<file path="config.mk">
export PLATFORM = sky130hd
export DESIGN_NAME = tia_horizontal_sync_ctrl_flat
export DESIGN_NICKNAME = d
export VERILOG_FILES = /design/src/rtl/tia_horizontal_sync_ctrl_pkg.sv /design/src/rtl/tia_horizontal_sync_ctrl_if.sv /design/src/rtl/tia_horizontal_sync_ctrl_hphase_counter.sv /design/src/rtl/tia_horizontal_sync_ctrl.sv /design/src/flat_wrapper.sv
export SDC_FILE = /design/constraint.sdc
export NUM_CORES = 1
export LEC_CHECK = 0
export ABC_AREA = 0
export ABC_CLOCK_PERIOD_IN_PS = 1600
export BUFFER_PORTS_ARGS = -buffer_cell sky130_fd_sc_hd__buf_2
export CAP_MARGIN = 20
export CORE_MARGIN = 2
export CORE_UTILIZATION = 43
export DETAILED_ROUTE_END_ITERATION = 6
export GPL_ROUTABILITY_DRIVEN = 0
export PLACE_DENSITY = 0.68
export SYNTH_ARGS = -nofsm -noshare
export SYNTH_HDL_FRONTEND = slang
export SYNTH_SLANG_ARGS = --single-unit
</file>
<file path="constraint.sdc">
create_clock -name clk -period 1.6 [get_ports clk]
set_clock_uncertainty 0.05 [all_clocks]
set_input_delay 0.08 -clock clk [delete_from_list [all_inputs] [get_ports clk]]
set_output_delay 0.08 -clock clk [all_outputs]
set_load 0.01 [all_outputs]
</file>
<file path="src/rtl/tia_horizontal_sync_ctrl_pkg.sv">
// Shared constants, decode record and decode helper for the TIA horizontal sync controller.
// Optional LFSR alignment checking is enabled with macro TIA_HSYNC_CHECK_EN.
package tia_horizontal_pkg;

  localparam int unsigned H_PERIOD_CLKS    = 32'd4;
  localparam logic [5:0]  H_LAST_INDEX     = 6'd56;
  localparam int unsigned H_LINE_CLKS      = 32'd228;
  localparam logic [5:0]  HS_START_DEF     = 6'd4;
  localparam logic [5:0]  HS_END_DEF       = 6'd8;
  localparam logic [5:0]  CB_END_DEF       = 6'd12;
  localparam logic [5:0]  HB_END_DEF       = 6'd16;
  localparam logic [5:0]  HB_END_HMOVE_DEF = 6'd18;
  localparam logic [5:0]  LFSR_ZERO        = 6'b000000;

  typedef struct packed {
    logic hsync;
    logic cburst;
    logic hblank;
  } hdecode_t;

  function automatic hdecode_t hdecode(input logic [5:0] hpos,
                                       input logic [5:0] hs_start,
                                       input logic [5:0] hs_end,
                                       input logic [5:0] cb_end,
                                       input logic [5:0] hb_end);
    hdecode_t d;
    d.hsync  = (hpos >= hs_start) && (hpos < hs_end);
    d.cburst = (hpos >= hs_end) && (hpos < cb_end);
    d.hblank = (hpos < hb_end);
    return d;
  endfunction

endpackage

</file>
<file path="src/rtl/tia_horizontal_sync_ctrl_if.sv">
// Strobe/status bundle between the register-write decoder (master) and the sync controller (slave).
interface tia_horizontal_sync_ctrl_if;

  logic [5:0] lfsr_out;
  logic       wsync;
  logic       rsync;
  logic       hmove;
  logic       rsyn;
  logic       hsync;
  logic       hblank;
  logic       cburst;
  logic       rdy;
  logic [5:0] hpos;
  logic       line_start;
  logic       sync_err;

  modport master (
    output lfsr_out, wsync, rsync, hmove,
    input  rsyn, hsync, hblank, cburst, rdy, hpos, line_start, sync_err
  );

  modport slave (
    input  lfsr_out, wsync, rsync, hmove,
    output rsyn, hsync, hblank, cburst, rdy, hpos, line_start, sync_err
  );

endinterface

</file>
<file path="src/rtl/tia_horizontal_sync_ctrl_hphase_counter.sv">
// Phase (0..3) and line-index (0..56) counters with wrap and rsync restart.
// The phase output exists only when TIA_HSYNC_CHECK_EN is defined.
module tia_hphase_counter
  import tia_horizontal_pkg::*;
(
  input  logic       clk,
  input  logic       rl,
  input  logic       i_rsync,
  output logic       o_tick,
  output logic [5:0] o_hpos,
  output logic [5:0] o_hpos_nxt,
  output logic       o_line_start,
  output logic       o_line_start_nxt
`ifdef TIA_HSYNC_CHECK_EN
  ,
  output logic [1:0] o_phase
`endif
);

  logic [1:0] r_phase;
  logic [1:0] w_phase_nxt;
  logic [5:0] r_hpos;
  logic [5:0] w_hpos_nxt;
  logic       r_line_start;
  logic       w_line_start_nxt;
  logic       w_tick;
  logic       w_wrap;

  // Next-state: an rsync restart takes priority over the natural wrap
  always_comb begin
    w_tick           = (r_phase == 2'd3);
    w_wrap           = w_tick && (r_hpos == H_LAST_INDEX);
    w_phase_nxt      = r_phase + 2'd1;
    w_hpos_nxt       = r_hpos;
    w_line_start_nxt = w_wrap;
    if (i_rsync) begin
      w_phase_nxt      = 2'd0;
      w_hpos_nxt       = 6'd0;
      w_line_start_nxt = 1'b1;
    end else if (w_wrap) begin
      w_hpos_nxt = 6'd0;
    end else if (w_tick) begin
      w_hpos_nxt = r_hpos + 6'd1;
    end else begin
      w_hpos_nxt = r_hpos;
    end
  end

  // Counter state registers
  always_ff @(posedge clk or negedge rl) begin
    if (!rl) begin
      r_phase      <= 2'd0;
      r_hpos       <= 6'd0;
      r_line_start <= 1'b0;
    end else begin
      r_phase      <= w_phase_nxt;
      r_hpos       <= w_hpos_nxt;
      r_line_start <= w_line_start_nxt;
    end
  end

  assign o_tick           = w_tick;
  assign o_hpos           = r_hpos;
  assign o_hpos_nxt       = w_hpos_nxt;
  assign o_line_start     = r_line_start;
  assign o_line_start_nxt = w_line_start_nxt;
`ifdef TIA_HSYNC_CHECK_EN
  assign o_phase          = r_phase;
`endif

endmodule

</file>
<file path="src/rtl/tia_horizontal_sync_ctrl.sv">
// TIA horizontal sequencer: line decode, rsyn alignment reset, WSYNC stall and HMOVE blank extension.
// Define TIA_HSYNC_CHECK_EN to build the sticky LFSR misalignment flag.
module tia_horizontal_sync_ctrl
  import tia_horizontal_pkg::*;
#(
  parameter logic [5:0] HS_START     = HS_START_DEF,
  parameter logic [5:0] HS_END       = HS_END_DEF,
  parameter logic [5:0] CB_END       = CB_END_DEF,
  parameter logic [5:0] HB_END       = HB_END_DEF,
  parameter logic [5:0] HB_END_HMOVE = HB_END_HMOVE_DEF
) (
  input  logic                          clk,
  input  logic                          rl,
  tia_horizontal_sync_ctrl_if.slave     hif
);

  logic       w_tick;
  logic [5:0] w_hpos;
  logic [5:0] w_hpos_nxt;
  logic       w_line_start;
  logic       w_line_start_nxt;
  logic       w_hmove_pend_nxt;
  logic       w_rsyn_nxt;
  logic       w_rdy_nxt;
  hdecode_t   w_dec;

  logic       r_hsync;
  logic       r_cburst;
  logic       r_hblank;
  logic       r_rsyn;
  logic       r_rdy;
  logic       r_rs_hold;
  logic       r_hmove_pend;

`ifdef TIA_HSYNC_CHECK_EN
  logic [1:0] w_phase;
  logic       r_sync_err;
`endif

  tia_hphase_counter u_cnt (
    .clk              (clk),
    .rl               (rl),
    .i_rsync          (hif.rsync),
    .o_tick           (w_tick),
    .o_hpos           (w_hpos),
    .o_hpos_nxt       (w_hpos_nxt),
    .o_line_start     (w_line_start),
    .o_line_start_nxt (w_line_start_nxt)
`ifdef TIA_HSYNC_CHECK_EN
    ,
    .o_phase          (w_phase)
`endif
  );

  // Decode from next-state position; a fresh hmove wins over the line-start clear
  always_comb begin
    w_hmove_pend_nxt = hif.hmove | (r_hmove_pend & ~w_line_start_nxt);
    w_dec            = hdecode(w_hpos_nxt, HS_START, HS_END, CB_END,
                               w_hmove_pend_nxt ? HB_END_HMOVE : HB_END);
    w_rsyn_nxt       = (w_hpos_nxt == H_LAST_INDEX) | hif.rsync | (r_rs_hold & ~w_tick);
    if (hif.wsync) begin
      w_rdy_nxt = 1'b0;
    end else if (w_line_start_nxt) begin
      w_rdy_nxt = 1'b1;
    end else begin
      w_rdy_nxt = r_rdy;
    end
  end

  // Registered outputs; r_rs_hold stretches rsyn over the first period after rsync
  always_ff @(posedge clk or negedge rl) begin
    if (!rl) begin
      r_hsync      <= 1'b0;
      r_cburst     <= 1'b0;
      r_hblank     <= 1'b1;
      r_rsyn       <= 1'b1;
      r_rdy        <= 1'b1;
      r_rs_hold    <= 1'b0;
      r_hmove_pend <= 1'b0;
    end else begin
      r_hsync      <= w_dec.hsync;
      r_cburst     <= w_dec.cburst;
      r_hblank     <= w_dec.hblank;
      r_rsyn       <= w_rsyn_nxt;
      r_rdy        <= w_rdy_nxt;
      r_rs_hold    <= hif.rsync | (r_rs_hold & ~w_tick);
      r_hmove_pend <= w_hmove_pend_nxt;
    end
  end

`ifdef TIA_HSYNC_CHECK_EN
  // LFSR must read zero one clk into index 0; flag is sticky until reset
  always_ff @(posedge clk or negedge rl) begin
    if (!rl) begin
      r_sync_err <= 1'b0;
    end else if ((w_hpos == 6'd0) && (w_phase == 2'd1) && (hif.lfsr_out != LFSR_ZERO)) begin
      r_sync_err <= 1'b1;
    end else begin
      r_sync_err <= r_sync_err;
    end
  end
  assign hif.sync_err = r_sync_err;
`else
  assign hif.sync_err = 1'b0;
`endif

  assign hif.hsync      = r_hsync;
  assign hif.cburst     = r_cburst;
  assign hif.hblank     = r_hblank;
  assign hif.rsyn       = r_rsyn;
  assign hif.rdy        = r_rdy;
  assign hif.hpos       = w_hpos;
  assign hif.line_start = w_line_start;

endmodule

</file>
<file path="src/flat_wrapper.sv">
// flat-port wrapper written by rule: the top's interface ports become plain ports
module tia_horizontal_sync_ctrl_flat import tia_horizontal_pkg::*;
#(
  parameter logic [5:0] HS_START     = HS_START_DEF,
  parameter logic [5:0] HS_END       = HS_END_DEF,
  parameter logic [5:0] CB_END       = CB_END_DEF,
  parameter logic [5:0] HB_END       = HB_END_DEF,
  parameter logic [5:0] HB_END_HMOVE = HB_END_HMOVE_DEF
)
  (clk, rl, hif_lfsr_out, hif_wsync, hif_rsync, hif_hmove, hif_rsyn, hif_hsync, hif_hblank, hif_cburst, hif_rdy, hif_hpos, hif_line_start, hif_sync_err);
  tia_horizontal_sync_ctrl_if hif_i ();
  input  logic clk;
  input  logic rl;
  input wire logic [$bits(hif_i.lfsr_out)-1:0] hif_lfsr_out;
  input wire logic [$bits(hif_i.wsync)-1:0] hif_wsync;
  input wire logic [$bits(hif_i.rsync)-1:0] hif_rsync;
  input wire logic [$bits(hif_i.hmove)-1:0] hif_hmove;
  output wire logic [$bits(hif_i.rsyn)-1:0] hif_rsyn;
  output wire logic [$bits(hif_i.hsync)-1:0] hif_hsync;
  output wire logic [$bits(hif_i.hblank)-1:0] hif_hblank;
  output wire logic [$bits(hif_i.cburst)-1:0] hif_cburst;
  output wire logic [$bits(hif_i.rdy)-1:0] hif_rdy;
  output wire logic [$bits(hif_i.hpos)-1:0] hif_hpos;
  output wire logic [$bits(hif_i.line_start)-1:0] hif_line_start;
  output wire logic [$bits(hif_i.sync_err)-1:0] hif_sync_err;
  assign hif_i.lfsr_out = hif_lfsr_out;
  assign hif_i.wsync = hif_wsync;
  assign hif_i.rsync = hif_rsync;
  assign hif_i.hmove = hif_hmove;
  assign hif_rsyn = hif_i.rsyn;
  assign hif_hsync = hif_i.hsync;
  assign hif_hblank = hif_i.hblank;
  assign hif_cburst = hif_i.cburst;
  assign hif_rdy = hif_i.rdy;
  assign hif_hpos = hif_i.hpos;
  assign hif_line_start = hif_i.line_start;
  assign hif_sync_err = hif_i.sync_err;
  tia_horizontal_sync_ctrl #(.HS_START(HS_START), .HS_END(HS_END), .CB_END(CB_END), .HB_END(HB_END), .HB_END_HMOVE(HB_END_HMOVE)) u_core (.clk(clk), .rl(rl), .hif(hif_i));
endmodule
</file>
Word-level counts from Yosys, hierarchy flattened
Index checks and enable logic that the tools add are counted.
{ "totals": {"regBits": 16, "latchBits": 0, "ram_bits": 0, "rom_bits": 0, "in_bits": 11, "output_inout_bits": 13, "elab_cells": 40, "n_memories": 0} }
{ "classes": {"n_addsub": 2, "mul": 0, "div": 0, "order_cmp": 5, "n_eq_ne": 3, "n_shift": 0, "mux": 8, "bitwise_logic": 8, "reduce_logical": 4} }
{ "ops": {"columns": ["cell", "n"], "rows": [
  ["$mux 6", 3],
  ["$eq 6x6->1 const B", 2],
  ["$lt 6x4->1 const B", 2],
  ["$add 6x1->6 const B", 1],
  ["$ge 6x3->1 const B", 1],
  ["$ge 6x4->1 const B", 1],
  ["$lt 6x6->1", 1],
  ["$mux 2", 2],
  ["$or 1x1->1", 4],
  ["$logic_and 1x1->1", 3],
  ["$mux 1", 3],
  ["$add 2x1->2 const B", 1],
  ["$and 1x1->1", 2],
  ["$eq 2x2->1 const B", 1],
  ["$not 1->1", 2],
  ["$reduce_bool 2->1", 1]
]} }

Depth between registers and ports, before layout
{ "logic_depth": {"word_depth": 8, "ltp_mapped": 6, "ltp_nobuf": 6} }

Hierarchy
Synthesis repeated with hierarchy kept, for this count alone.
{ "unflattened": {"cells_unflattened": 59, "hier_area_um2": 708.2} }
{ "by_module_without_submodules": {"columns": ["module", "n_inst", "cells_per_inst", "area_per_inst_um2", "seq_area_each_um2"], "rows": [
  ["tia_hphase_counter", 1, 36, 430.4, 225.2],
  ["tia_horizontal_sync_ctrl", 1, 23, 277.8, 178.9]
]} }

Worst setup path before layout
No wires, ideal clock.
{ "synth_timing": {"path_kind": "reg-to-reg", "startpoint": "register u_core.u_cnt.r_hpos[0], in the netlist u_core.u_cnt.o_hpos[0]", "endpoint": "register u_core.r_hblank, in the netlist u_core.hif.hblank", "setup_ns": 0.079, "arrival_ns": 1.348, "t_required_ns": 1.471, "path_slack_ns": 0.123, "stages_incl_launch_ff": 7, "n_path_buf": 0, "period_less_slack_ns": 1.477, "cell_sequence": "dfrtp_1 > inv_1 > ha_1 > mux2i_1 > o21a_1 > a31oi_1 > o21ai_0"} }
{ "synth_lines": {"columns": ["item", "line", "text"], "rows": [
  ["start, declared", "tia_horizontal_sync_ctrl_hphase_counter.sv:22", "logic [5:0] r_hpos;"],
  ["start signal, assigned", "tia_horizontal_sync_ctrl_hphase_counter.sv:57", "r_hpos <= w_hpos_nxt;"],
  ["end signal, assigned", "tia_horizontal_sync_ctrl.sv:83", "r_hblank <= w_dec.hblank;"],
  ["end, declared", "tia_horizontal_sync_ctrl.sv:29", "logic r_hblank;"]
]} }

==> metrics.yaml <==
outcome:
  status: "complete, no violations"
routing:
  drt_iter0_markers: 4
  highest_layer: "met3"
  drt-met1-wl_um: 609
  wl_met3_um: 56
  wl_met2_um: 811
  post_drt_wl_per_cell_um: 13.67
  dr_total_vias: 548
  drcViolationCount: 0
  postRouteAntennaNets: 0
  routed_via_density: 5.074
  dr.pass1.iters: 2
  wl_mm: 1.476
cts:
  clk_transition_reported_paths_ps: 90
  cts.path.max_buffers: 2
  cts-root-buf: "clkbuf_4"
  clock-sinks: 16
  cts_tree: "done"
  numCtsBuffers: 3
  htreeDepth: 1
  clk_latency_ps: 280
cells_and_area:
  drive_gt1_share_pct: 45.65
  final_cell_area_um2: 975.9
  fin_util_pct: 62.60
  final_nets: 107
  area_growth_pct: 32.43
  nFillCells: 132
  finalNonFillerCells: 108
  antenna_cells: 0
setup_path:
  setup.worst_path.end_class: "flip-flop"
  r2r-start: "u_core.u_cnt.o_hpos[0]"
  worstReg2RegEnd: "u_core.hif.hblank"
  crit_type: "flip-flop to flip-flop"
  worstPathRequired_ps: 1760
  r2r.worst_path.cells: 6
  cp-start-kind: "flip-flop"
  worst_ep_arrival_time_ps: 1640
  cp_max_fo: 4
  reg2reg_setup_slack_ps: 120
floorplan:
  die_area_um2: 2061
  pin_count: 24
  coreArea_um2: 1559
  die_h_um: 45.40
  fp.dieW_um: 45.40
  num_rows: 14
  start_util_pct: 47.27
worst_hold_path:
  hold_path_class: "input port to asynchronous set/reset pin"
logic_synthesis:
  synthTopCellsByCount: "13 x dfrtp_1, 8 x nor2_1, 4 x inv_1, 4 x xor2_1"
  yosys_register_bits: 16
  synthArstFlopShare_pct: 100.0
  synthCells: 63
  syn-cell-area_um2: 737.0
  yosysWarnings: 0
  ys_seq_area_share_pct: 54.84
  synth_area_leaders: "dfrtp_1 44%, dfstp_2 11%, ha_1 5.1%"
  synth_top_area_share_pct: 44.14
  syn_area_per_cell_um2: 11.70
  synth-main-ff-cell: "dfrtp_1"
  synth_top_area_cell: "dfrtp_1"
  yosysMostFrequentCell: "dfrtp_1"
  syn_nets: 77
  synth_edf_count: 0
  synth_cell_types: 28
power_and_ir_drop:
  p_per_area_nw_per_um2: 794.7
  leakage_nw: 0.4734
  vdd_drop_max_v: 0.0006775
timing:
  hold_viol_final: 0
  finalMaxSlewViolations: 0
  fin_hold_ws_ps: 168.1
  grt_setup_unrepaired: "no"
  timing.fmax_mhz: 675.1
  period_minus_slack_ps: 1481
  layout_worst_path_cycle_share_pct: 92.58
  finalSetupViolations: 0
run:
  drv_cap: 0
placement:
  place_area_um2: 855.8
  numPortBuffers: 16
  dp_hpwl_mm: 1.024
  dp.cells: 98
grt:
  grt_usage_pct: 17.36
  antenna_found_initial: 0
  grt_pass1_vias: 587
  grt-ovfl-total: 0
  grt_pass1_wl_mm: 2.504
  grt_start_max_net_pins: 17
[metal layers]
| metal | track usage (%) | vias to the layer above |
|---|---|---|
| met5 | 0 | - |
| met4 | 5.294 | 0 |
| met3 | 4.762 | 0 |
| met2 | 31.27 | 14 |
| met1 | 19.64 | 268 |
| li1 | - | 266 |
[registers in the layout, summed over array words and instances (netlist names)]
signal                     cells
u_core.u_cnt.o_hpos            6
u_core.u_cnt.r_phase           2
u_core.hif.cburst              1
u_core.hif.hblank              1
u_core.hif.hsync               1
u_core.hif.rdy                 1
u_core.hif.rsyn                1
u_core.r_hmove_pend            1
u_core.r_rs_hold               1
u_core.u_cnt.o_line_start      1
[cells by family after synthesis]
kind of cell	Yosys count	share of synthesized area, %
and+or+nand+nor	21	16.81
DFF	16	54.84
AOI/OAI and AO/OA	8	9.169
buffers and inverters	7	5.093
xor gates and xnor gates	6	7.131
adders and majority gates	3	5.094
other	1	0.5088
muxes	1	1.358
[power breakdown]
| part | internal, mW | switching (mW) |
|---|---|---|
| sequential | 0.420 | 0.00856 |
| clock | 0.138 | 0.123 |
| combinational | 0.0434 | 0.0421 |
| total | 0.602 | 0.174 |
[final cells by class]
class / instances / area (µm²) / area share [%]
sequential: 16 / 405.4 / 41.54
multi-input combinational: 40 / 322.8 / 33.08
timing repair buffer: 27 / 172.7 / 17.69
clock buffer: 4 / 36.28 / 3.718
tap: 16 / 20.02 / 2.051
inverter: 5 / 18.77 / 1.923
[through the flow]
stage          TNS, ps  total power, mW  setup slack [ps]
6_report             0           0.7756             118.7
5_1_grt              0           0.8193            0.2992
4_1_cts              0           0.7836             20.59
3_5_place_dp    -89.40           0.5045            -89.17
3_3_place_gp    -29.22           0.5027            -29.22
2_1_floorplan        0           0.4738             123.2
[how the worst max path moves through the flow]
stage	slack, ps	cells past startpoint	end	from
finish	120	6	u_core.hif.hblank	u_core.u_cnt.o_hpos[0]
global route	0.3	6	u_core.hif.hblank	u_core.u_cnt.o_hpos[0]
CTS	20	6	u_core.hif.hblank	u_core.u_cnt.o_hpos[1]
detailed placement	-90	5	u_core.hif.hblank	u_core.u_cnt.r_phase[0]
global placement	-30	5	u_core.hif.hblank	u_core.u_cnt.r_phase[0]
floorplan	120	6	u_core.hif.hblank	u_core.u_cnt.o_hpos[0]
[worst max-delay path, stage by stage (launching register included)]
cell	delay (ps)
dfrtp_1	410
inv_1	60
ha_1	300
mux2i_1	180
o21a_1	160
a31oi_1	80
o21ai_1	160
[what timing repair did]
| item | CTS | global route |
|---|---|---|
| hold buffers | 4 | 0 |
| resized for setup | 2 | 4 |
| pin swaps | 0 | 0 |
| setup buffers | 2 | 0 |
| cloned | 0 | 0 |
| endpoints found under the setup margin | 4 | 3 |
| endpoints found under the hold margin | 20 | 0 |
[cell usage in the layout, fill, tap and decap left out, types with 2 or more instances in the layout]
cell	count
buf_2	16
dfrtp_1	12
nor2_1	8
buf_4	7
inv_1	4
dlygate4sd3_1	4
clkbuf_4	3
dfstp_2	3
nand2_1	2
xor2_1	2
nor2b_1	2
nor2_2	2
xnor2_1	2
xor2_2	2
a31oi_1	2
and4_1	2
ha_1	2
No activity file was read; power rests on OpenSTA's default activity.
